File: src/rtl/bmc_tx_pkg.sv
// bmc_tx_pkg: shared types and constants for the BMC transmitter.
package bmc_tx_pkg;

  typedef enum logic [1:0] {
    IDLE     = 2'd0,
    PREAMBLE = 2'd1,
    DATA     = 2'd2,
    TAIL     = 2'd3
  } bmc_state_t;

  localparam int unsigned PREAMBLE_BITS = 64;

  // K-codes, sent as raw 5b symbols, LSB first like every other symbol.
  localparam logic [4:0] K_SYNC1 = 5'b11000;
  localparam logic [4:0] K_SYNC2 = 5'b10001;
  localparam logic [4:0] K_RST1  = 5'b00111;
  localparam logic [4:0] K_RST2  = 5'b11001;
  localparam logic [4:0] K_EOP   = 5'b01101;
  localparam logic [4:0] K_SYNC3 = 5'b00110;

  function automatic logic [4:0] enc_4b5b(input logic [3:0] nib);
    logic [4:0] sym;
    case (nib)
      4'h0:    sym = 5'b11110;
      4'h1:    sym = 5'b01001;
      4'h2:    sym = 5'b10100;
      4'h3:    sym = 5'b10101;
      4'h4:    sym = 5'b01010;
      4'h5:    sym = 5'b01011;
      4'h6:    sym = 5'b01110;
      4'h7:    sym = 5'b01111;
      4'h8:    sym = 5'b10010;
      4'h9:    sym = 5'b10011;
      4'hA:    sym = 5'b10110;
      4'hB:    sym = 5'b10111;
      4'hC:    sym = 5'b11010;
      4'hD:    sym = 5'b11011;
      4'hE:    sym = 5'b11100;
      default: sym = 5'b11101;
    endcase
    return sym;
  endfunction

endpackage

File: src/rtl/bmc_tx_ui_tmr.sv
// bmc_tx_ui_tmr: half-UI down-counter. Flags the last clock of the first
// half-UI (o_mid) and the last clock of the full UI (o_ui_end).
module bmc_tx_ui_tmr (
  input  logic       clk,
  input  logic       rst,
  input  logic       i_run,
  input  logic [7:0] i_half,
  output logic       o_mid,
  output logic       o_ui_end
);

  logic [7:0] r_cnt;
  logic       r_phase;
  logic       w_tc;

  assign w_tc     = i_run & (r_cnt == 8'd0);
  assign o_mid    = w_tc & ~r_phase;
  assign o_ui_end = w_tc & r_phase;

  // Count each half-UI down to zero, reload, and flip the half-UI phase.
  always_ff @(posedge clk) begin
    if (rst) begin
      r_cnt   <= '0;
      r_phase <= 1'b0;
    end else if (!i_run) begin
      r_cnt   <= i_half;
      r_phase <= 1'b0;
    end else if (w_tc) begin
      r_cnt   <= i_half;
      r_phase <= ~r_phase;
    end else begin
      r_cnt <= r_cnt - 8'd1;
    end
  end

endmodule

File: src/rtl/bmc_tx.sv
// bmc_tx: BMC line transmitter -- preamble, 4b5b / raw K-code payload, tail.
// Optional feature macro: BMC_TX_HOLD_LOW_EN. When defined, the tail returns a
// high line to low after one half-UI and holds it low for 4 UI with TX_EN set
// before done; otherwise the tail is a single clock with the line untouched.
//
// The first UI of a frame starts low; every later UI starts with a toggle and
// a 1 bit toggles again at mid-UI.
//
// state    | meaning
// ---------+---------------------------------------------------
// IDLE     | transmitter off, waiting for start
// PREAMBLE | 64 alternating bits, first bit 0
// DATA     | 5b symbols shifted out LSB first
// TAIL     | last symbol finished; closing the frame before done
module bmc_tx
  import bmc_tx_pkg::*;
(
  input  logic       clk,
  input  logic       rst,
  input  logic [7:0] cfg_half_ui,
  input  logic       start,
  input  logic       in_vld,
  output logic       in_rdy,
  input  logic       in_k,
  input  logic       in_last,
  input  logic [7:0] in_dat,
  output logic       TX_EN,
  output logic       TX_DAT,
  output logic       busy,
  output logic       done,
  output logic       underrun
);

  bmc_state_t r_state;
  bmc_state_t w_state_nxt;

  logic [7:0] r_half_ui;
  logic       r_en;
  logic       r_line;
  logic [5:0] r_bit_cnt;
  logic [4:0] r_sym;
  logic [2:0] r_sym_cnt;
  logic       r_buf_vld;
  logic       r_buf_k;
  logic [7:0] r_buf_dat;
  logic       r_hi_pend;
  logic [4:0] r_hi_sym;
  logic       r_last_acc;
`ifdef BMC_TX_HOLD_LOW_EN
  logic [3:0] r_tail_cnt;
`endif

  logic       w_run;
  logic [7:0] w_tmr_half;
  logic       w_mid;
  logic       w_ui_end;
  logic       w_xfer;
  logic       w_load;
  logic       w_have_sym;
  logic       w_finish;
  logic       w_underrun;
  logic       w_done;
  logic       w_tail_done;
  logic       w_cur_bit;
  logic [4:0] w_next_sym;

  assign w_run      = (r_state != IDLE);
  // While idle the timer preloads from the live config so the first half-UI
  // after start already has the right length.
  assign w_tmr_half = (r_state == IDLE) ? cfg_half_ui : r_half_ui;

  bmc_tx_ui_tmr u_ui_tmr (
    .clk      (clk),
    .rst      (rst),
    .i_run    (w_run),
    .i_half   (w_tmr_half),
    .o_mid    (w_mid),
    .o_ui_end (w_ui_end)
  );

  assign in_rdy     = ((r_state == PREAMBLE) || (r_state == DATA)) && !r_buf_vld && !r_last_acc;
  assign w_xfer     = in_vld & in_rdy;
  assign w_cur_bit  = (r_state == PREAMBLE) ? r_bit_cnt[0] : r_sym[0];
  assign w_load     = w_ui_end &
                      (((r_state == PREAMBLE) && (r_bit_cnt == 6'(PREAMBLE_BITS - 1))) ||
                       ((r_state == DATA) && (r_sym_cnt == 3'd4)));
  assign w_have_sym = r_hi_pend | r_buf_vld;
  assign w_finish   = w_load & ~w_have_sym & r_last_acc;

`ifdef BMC_TX_HOLD_LOW_EN
  assign w_tail_done = (w_mid | w_ui_end) & (r_tail_cnt == 4'd1);
`else
  assign w_tail_done = 1'b1;
`endif

  // A pending high-nibble symbol always goes before the buffered element.
  always_comb begin
    w_next_sym = r_hi_sym;
    if (!r_hi_pend) begin
      w_next_sym = r_buf_k ? r_buf_dat[4:0] : enc_4b5b(r_buf_dat[3:0]);
    end
  end

  // Next-state and pulse outputs.
  always_comb begin
    w_state_nxt = r_state;
    w_done      = 1'b0;
    w_underrun  = 1'b0;
    case (r_state)
      IDLE: begin
        if (start) w_state_nxt = PREAMBLE;
      end
      PREAMBLE, DATA: begin
        if (w_load) begin
          if (w_have_sym) begin
            w_state_nxt = DATA;
          end else if (r_last_acc) begin
            w_state_nxt = TAIL;
          end else begin
            w_state_nxt = IDLE;
            w_underrun  = 1'b1;
          end
        end
      end
      TAIL: begin
        if (w_tail_done) begin
          w_state_nxt = IDLE;
          w_done      = 1'b1;
        end
      end
      default: w_state_nxt = IDLE;
    endcase
  end

  // Pulses are suppressed while rst is high so an aborted frame reports nothing.
  assign busy     = (r_state != IDLE);
  assign done     = w_done & ~rst;
  assign underrun = w_underrun & ~rst;
  assign TX_EN    = r_en;
  assign TX_DAT   = r_line;

  // State register.
  always_ff @(posedge clk) begin
    if (rst) r_state <= IDLE;
    else     r_state <= w_state_nxt;
  end

  // Element buffer, symbol shifter and line driver.
  always_ff @(posedge clk) begin
    if (rst) begin
      r_half_ui  <= '0;
      r_en       <= 1'b0;
      r_line     <= 1'b0;
      r_bit_cnt  <= '0;
      r_sym      <= '0;
      r_sym_cnt  <= '0;
      r_buf_vld  <= 1'b0;
      r_buf_k    <= 1'b0;
      r_buf_dat  <= '0;
      r_hi_pend  <= 1'b0;
      r_hi_sym   <= '0;
      r_last_acc <= 1'b0;
`ifdef BMC_TX_HOLD_LOW_EN
      r_tail_cnt <= '0;
`endif
    end else begin
      if (w_xfer) begin
        r_buf_vld <= 1'b1;
        r_buf_k   <= in_k;
        r_buf_dat <= in_dat;
        if (in_last) r_last_acc <= 1'b1;
      end
      case (r_state)
        IDLE: begin
          if (start) begin
            r_half_ui  <= cfg_half_ui;
            r_en       <= 1'b1;
            r_line     <= 1'b0;
            r_bit_cnt  <= '0;
            r_sym_cnt  <= '0;
            r_buf_vld  <= 1'b0;
            r_hi_pend  <= 1'b0;
            r_last_acc <= 1'b0;
          end
        end
        PREAMBLE, DATA: begin
          if (w_mid && w_cur_bit) r_line <= ~r_line;
          if (w_ui_end) begin
            if (w_underrun) begin
              r_en   <= 1'b0;
              r_line <= 1'b0;
            end else if (w_finish) begin
`ifdef BMC_TX_HOLD_LOW_EN
              r_tail_cnt <= r_line ? 4'd9 : 4'd8;
`endif
            end else begin
              r_line <= ~r_line;
              if (w_load) begin
                r_sym     <= w_next_sym;
                r_sym_cnt <= '0;
                if (r_hi_pend) begin
                  r_hi_pend <= 1'b0;
                end else begin
                  r_buf_vld <= 1'b0;
                  if (!r_buf_k) begin
                    r_hi_pend <= 1'b1;
                    r_hi_sym  <= enc_4b5b(r_buf_dat[7:4]);
                  end
                end
              end else if (r_state == PREAMBLE) begin
                r_bit_cnt <= r_bit_cnt + 6'd1;
              end else begin
                r_sym     <= {1'b0, r_sym[4:1]};
                r_sym_cnt <= r_sym_cnt + 3'd1;
              end
            end
          end
        end
        TAIL: begin
`ifdef BMC_TX_HOLD_LOW_EN
          if (w_mid || w_ui_end) begin
            r_line     <= 1'b0;
            r_tail_cnt <= r_tail_cnt - 4'd1;
          end
`endif
          if (w_tail_done) begin
            r_en   <= 1'b0;
            r_line <= 1'b0;
          end
        end
        default: ;
      endcase
    end
  end

endmodule

File: config.mk
export PLATFORM = sky130hd
export DESIGN_NAME = bmc_tx
export DESIGN_NICKNAME = d
export VERILOG_FILES = /design/src/rtl/bmc_tx_pkg.sv /design/src/rtl/bmc_tx_ui_tmr.sv /design/src/rtl/bmc_tx.sv
export SDC_FILE = /design/constraint.sdc
export NUM_CORES = 1
export LEC_CHECK = 0
export ABC_CLOCK_PERIOD_IN_PS = 3600
export CAP_MARGIN = 20
export CORE_AREA = 2 2 88 90
export DETAILED_ROUTE_END_ITERATION = 16
export DIE_AREA = 0 0 90 92
export GPL_ROUTABILITY_DRIVEN = 0
export HOLD_SLACK_MARGIN = 0.1
export PLACE_DENSITY = 0.55
export REMOVE_ABC_BUFFERS = 1
export SYNTH_ARGS = -nofsm -noshare
export SYNTH_HDL_FRONTEND = slang
export SYNTH_SLANG_ARGS = --single-unit
File: constraint.sdc
create_clock -name clk -period 3.6 [get_ports clk]
set_input_delay 0.36 -clock clk [delete_from_list [all_inputs] [get_ports clk]]
set_output_delay 0.36 -clock clk [all_outputs]
set_load 0.01 [all_outputs]
## Yosys cells after proc, flatten, opt, wreduce, memory -nomap -nowiden

Memory sizes are Yosys's and may differ from the RTL's. A register that Yosys moved wholly into a read port is not among the register bits.
Cells that the tools add are included.

- Bits in latches: 0
- Flip-flop bits (word level): 47
- Input bits: 22
- Memory bits (read-only): 160
- Logic and storage cells: 139
- Bits in writable memories: 0
- Memories kept: 2

Memories:

| name | words | width | read ports | clocked after Yosys merged registers in | write ports | RTL line | text |
|---|---|---|---|---|---|---|---|
| (no name shown) | 16 | 5 | 1 | 1 | 0 | bmc_tx_pkg.sv:23 | `case (nib)` |
| (no name shown) | 16 | 5 | 1 | 1 | 0 | bmc_tx_pkg.sv:23 |  |

- Add/sub/neg operators: 3
- Magnitude comparators: 0
- Mux-type cells: 63
- Shift-type cells: 0
- Bitwise gates (word level): 19
- Div/mod/pow operators: 0
- Reductions and logical operators: 23
- Equal/unequal tests: 15
- Multipliers: 0

Operators by type and width:

| operator | count |
|---|---|
| two-way mux 6 bit | 6 |
| two-way mux 1 bit | 31 |
| two-way mux 8 bit | 3 |
| two-way mux 5 bit | 4 |
| two-way mux 3 bit | 6 |
| != test 2 bit, second input constant | 9 |
| AND reduction 7 bit | 2 |
| one-hot mux 6 bit (2 select lines) | 1 |
| AND reduction 6 bit | 2 |
| AND 1 bit | 9 |
| inverter 1 bit | 9 |
| logical NOT 8 bit | 1 |
| two-way mux 2 bit | 4 |
| two-way mux 4 bit | 2 |
| subtractor 8 x 1 -> 8 bit, second input constant | 1 |
| adder 6 x 1 -> 6 bit, second input constant | 1 |
| == test 6 bit, second input constant | 1 |
| one-hot mux 1 bit (3 select lines) | 2 |
| one-hot mux 2 bit (3 select lines) | 1 |
| one-hot mux 3 bit (2 select lines) | 1 |
| logical AND 1 bit | 5 |
| AND reduction 5 bit | 1 |
| == test 2 bit, second input constant | 2 |
| one-hot mux 1 bit (2 select lines) | 2 |
| other kinds (12) | 17 |

## Longest topological paths before layout

- Depth after elaboration: 12
- Mapped depth: 9

## By module

Synthesis repeated with hierarchy kept, for this count alone.

- Cell total of the unflattened synthesis: 355
- Area total of the unflattened synthesis: 3059.2 µm²

By module, submodules not included:

| module | cells an instance | area each (µm²) | times used | sequential area each (µm²) |
|---|---|---|---|---|
| bmc_tx | 301 | 2532.4 | 1 | 960.9 |
| bmc_tx_ui_tmr | 54 | 526.8 | 1 | 180.2 |

## Worst setup path before layout

OpenSTA, ideal clock, no wires.

- Path kind: flip-flop to flip-flop
- From: register r_state[0]
- To: register with a tool-made name
- Clock period less this slack: 2111 ps
- Cell stages (with the launch flop): 10
- Path buffers: 2
- Setup slack: 1489 ps
- Data arrival time: 1988 ps
- Required time: 3477 ps
- Cell sequence: dfxtp_1 inv_1 ha_1 clkbuf_1 and4bb_2 buf_2 nand2_1 a21oi_1 nor3_1 or2_2

RTL lines:

| what | RTL line | text |
|---|---|---|
| from (decl) | bmc_tx.sv:34 | `bmc_state_t r_state;` |
| from (signal assigned) | bmc_tx.sv:145 | `else r_state <= w_state_nxt;` |

## Worst setup path in the final report

- From: register r_state[0]
- To: output port underrun

- Word-level cells in the longest chain between the ends: 7
- Elaborated cells on any way between the ends: 13

RTL lines:

| what | RTL line | text |
|---|---|---|
| nonzero test 2 bit, or another cell as far along | bmc_tx.sv:67 | `assign w_run = (r_state != IDLE);` |
| AND 1 bit, or another cell as far along | bmc_tx_ui_tmr.sv:16 | `assign w_tc = i_run & (r_cnt == 8'd0);` |
| AND 1 bit or logical OR 1 bit (tied branches) | bmc_tx_ui_tmr.sv:18, bmc_tx.sv:85 |  |
| AND 1 bit | bmc_tx.sv:84 | `assign w_load = w_ui_end &` |
| two-way mux 1 bit | bmc_tx.sv:114 | `if (w_load) begin` |
| two-way mux 1 bit * | bmc_tx.sv:109 | `case (r_state)` |
| AND 1 bit * | bmc_tx.sv:138 | `assign underrun = w_underrun & ~rst;` |
| to (decl) | bmc_tx.sv:31 | `output logic underrun` |

Every way passes the cells marked *; elsewhere a longest branch is shown, timed or not.

==> flow_summary.yaml <==
clock_tree:
  clock-root-buffer: "clkbuf_8"
  numCtsBuffers: 9
  clock-sinks: 57
  insertion_delay_ns: 0.34
  cts-resized-gates: 0
  htreeDepth: 3
  clk_path_buf_depth: 2
  cts_tree: "built"
  hold_buffers: 0
  postCtsSetupBuffers: 0
  clk_pin_slew_ns: 0.06
finish:
  fin_util_pct: 45.11
  fillers: 777
  stdcell_count: 473
  seq_area_mm2: 0.001141
  multi_input_area_mm2: 0.001572
  stdcell_area_mm2: 0.003359
  final_common_cell: "nand2_1"
  layout-drive-gt1-share_pct: 7.817
  diodes: 0
  syn_to_final_growth_pct: 18.86
  final_cell_mix: "60 x nand2_1, 57 x dfxtp_1, 38 x nor2_1, 28 x a21oi_1, 27 x clkdlybuf4s50_1"
  fin_nets: 397
drt:
  vias_per_cell: 5.190
  drc: 0
  routedWlPerCell_um: 14.30
  routed_wl_um: 6763
  dr.pass1.iters: 4
  first_iter_violations: 122
  vias: 2455
  ant_nets: 0
global_routing:
  grt_pass1_wl_um: 11560
  grt_antenna_before_repair: 0
  grt-ovfl-total: 0
  grt_pass1_vias: 2346
  grt_max_degree: 18
  grt_usage_pct: 17.43
setup_path:
  arrival_ns: 2.92
  critPathLaunchType: "register"
  critPathMaxFanout: 12
  cp.required_ns: 3.24
  reg2regPathDepth: 7
  worstSetupPathType: "reg -> out"
  endpoint_kind: "primary output"
power:
  p_int_mw: 1.117
  p_seq_share_pct: 45.3
  leakage_nw: 1.148
  p_comb_share_pct: 16.7
  p_sw_mw: 0.4266
  irDropWorstVdd_uv: 249.4
  swShare_pct: 27.64
  finalPower_mw: 1.543
  p_clk_share_pct: 38.0
  p_per_area_mw_per_mm2: 459.4
min_path:
  min_path_cells: 2
  hold_path_class: "reg -> reg"
synth:
  synth-compound-area-share_pct: 18.11
  synth_area_leaders: "dfxtp_1 40%, nand2_1 8.0%, nor2_1 5.0%, a21oi_1 5.0%, ha_1 4.0%"
  synth_top_family_by_area: "simple AND/OR/NAND/NOR gates"
  syn_area_mm2: 0.002826
  netlist.area_leader.share_pct: 40.37
  ys_warn_count: 0
  yosys.area.top_type: "dfxtp_1"
  synth_fa_ha_area_share_pct: 3.984
  ys_ff_latch: 57
  synthSimpleGateAreaFrac_pct: 26.96
  synthXorXnorAreaFrac_pct: 3.718
  synth-async-reset-ratio_pct: 0
  ys_types: 54
  syn-instance-count: 343
  synth_edf_count: 0
  synth_area_per_cell_um2: 8.240
  ys_seq_area_share_pct: 40.37
  synthMuxAreaShare_pct: 2.833
  synth_flop_cell: "dfxtp_1"
sta:
  setup_violations: 0
  holdWs_ns: 0.4560
  fin_crit_ns: 3.282
  rsz0062_at_grt: "no"
  fmax_mhz: 304.7
  drv_slew: 0
  post-route-period-util_pct: 91.16
  skew_ns: 0.005738
  fin_ws_ns: 0.3181
  totalNegativeSetupSlack_ns: 0
  timing_hold_violations_final: 0
  worst_pin_slew_ns: 0.5899
  slew_headroom_pct: 60.50
die:
  pin_count: 28
  die_y_um: 92
  initial_utilization_pct: 37.95
  die-area_mm2: 0.008280
  core-area_mm2: 0.007447
  rows: 32
  die_width_um: 90
placed_design:
  place_ws_ns: 0.6990
  port_buffers: 27
  dpl_cell_area_mm2: 0.003171
  place_inst: 457
  detailed_place_hpwl_um: 4749
run:
  cap_violations: 0
outcome:
  outcome: "finished clean"
power by group through the flow:
stage | logic (mW) | clock network (mW) | registers, mW
3_3_place_gp | 0.255 | 0 | 0.712
5_1_grt | 0.289 | 0.637 | 0.703
4_1_cts | 0.260 | 0.603 | 0.699
6_report | 0.257 | 0.587 | 0.699
2_1_floorplan | 0.167 | 0 | 0.706
3_5_place_dp | 0.258 | 0 | 0.712
cell families (layout without fill, tap and decap cells):
| logic type | Yosys count | count (layout) |
|---|---|---|
| xor+xnor | 12 | 12 |
| mux | 8 | 8 |
| fa+ha+maj | 9 | 9 |
| buf+inv | 28 | 56 |
| simple gates | 150 | 150 |
| compound gates | 79 | 79 |
| flops | 57 | 57 |
registers in the layout, summed over array words and instances, names as in the netlist, 2 cells and up, named ones only:
signal          flops
r_bit_cnt           6
r_buf_dat           8
r_sym_cnt           3
r_half_ui           8
r_hi_sym            5
r_sym               5
r_state             2
u_ui_tmr.r_cnt      8
Yosys cell counts (2+ instances only):
cell       n
and4bb_2   2
nor2_1    38
a222oi_1   4
nand3b_1   2
xnor2_1   10
or3_1      2
nor4_1     2
nand2_1   60
clkbuf_1  12
o21a_1     2
ha_1       9
mux2i_1    8
nand3_1   10
inv_1     10
o31ai_1    2
a21oi_1   28
a211oi_1   6
o311a_1    2
xor2_1     2
a311oi_1   5
nand4_1    2
nor3_1     8
dfxtp_1   57
nor2b_1    4
nand2b_1   4
o211ai_1   5
and2_1     2
o21bai_1   2
buf_2      4
o21ai_0   15
routing by layer:
layer	part of all wire, %	routed length (um)	up-vias	GRT usage (%)
li1	-	-	1255	-
met3	3.8	256	8	5.834
met5	0	0	-	0
met2	47	3154	34	28.82
met4	1.1	76	0	5.385
met1	48	3275	1158	21.55
critical path: stages (launching register included):
cell and delay [ns]:
dfxtp_1 0.37, inv_1 0.08, ha_1 0.36, nor4b_4 0.49
nand4_2 0.31, nor4_1 0.37, clkdlybuf4s50_1 0.60
layout make-up:
type | count | share of cell area (%)
Multi-Input combinational cell | 258 | 46.78
Clock inverter | 3 | 1.192
Sequential cell | 57 | 33.97
Timing Repair Buffer | 30 | 8.715
Tap cell | 102 | 3.799
Clock buffer | 13 | 4.432
Inverter | 10 | 1.117
path summary, 6_finish.rpt:
kind | from | endpoint | slack (ns)
max reg2reg | r_state[0] | register | 1.11
min | r_half_ui[4] | r_half_ui[4] | 0.46
min reg2reg | r_half_ui[4] | r_half_ui[4] | 0.46
max | r_state[0] | underrun | 0.32
No activity file was read; power rests on OpenSTA's default activity.
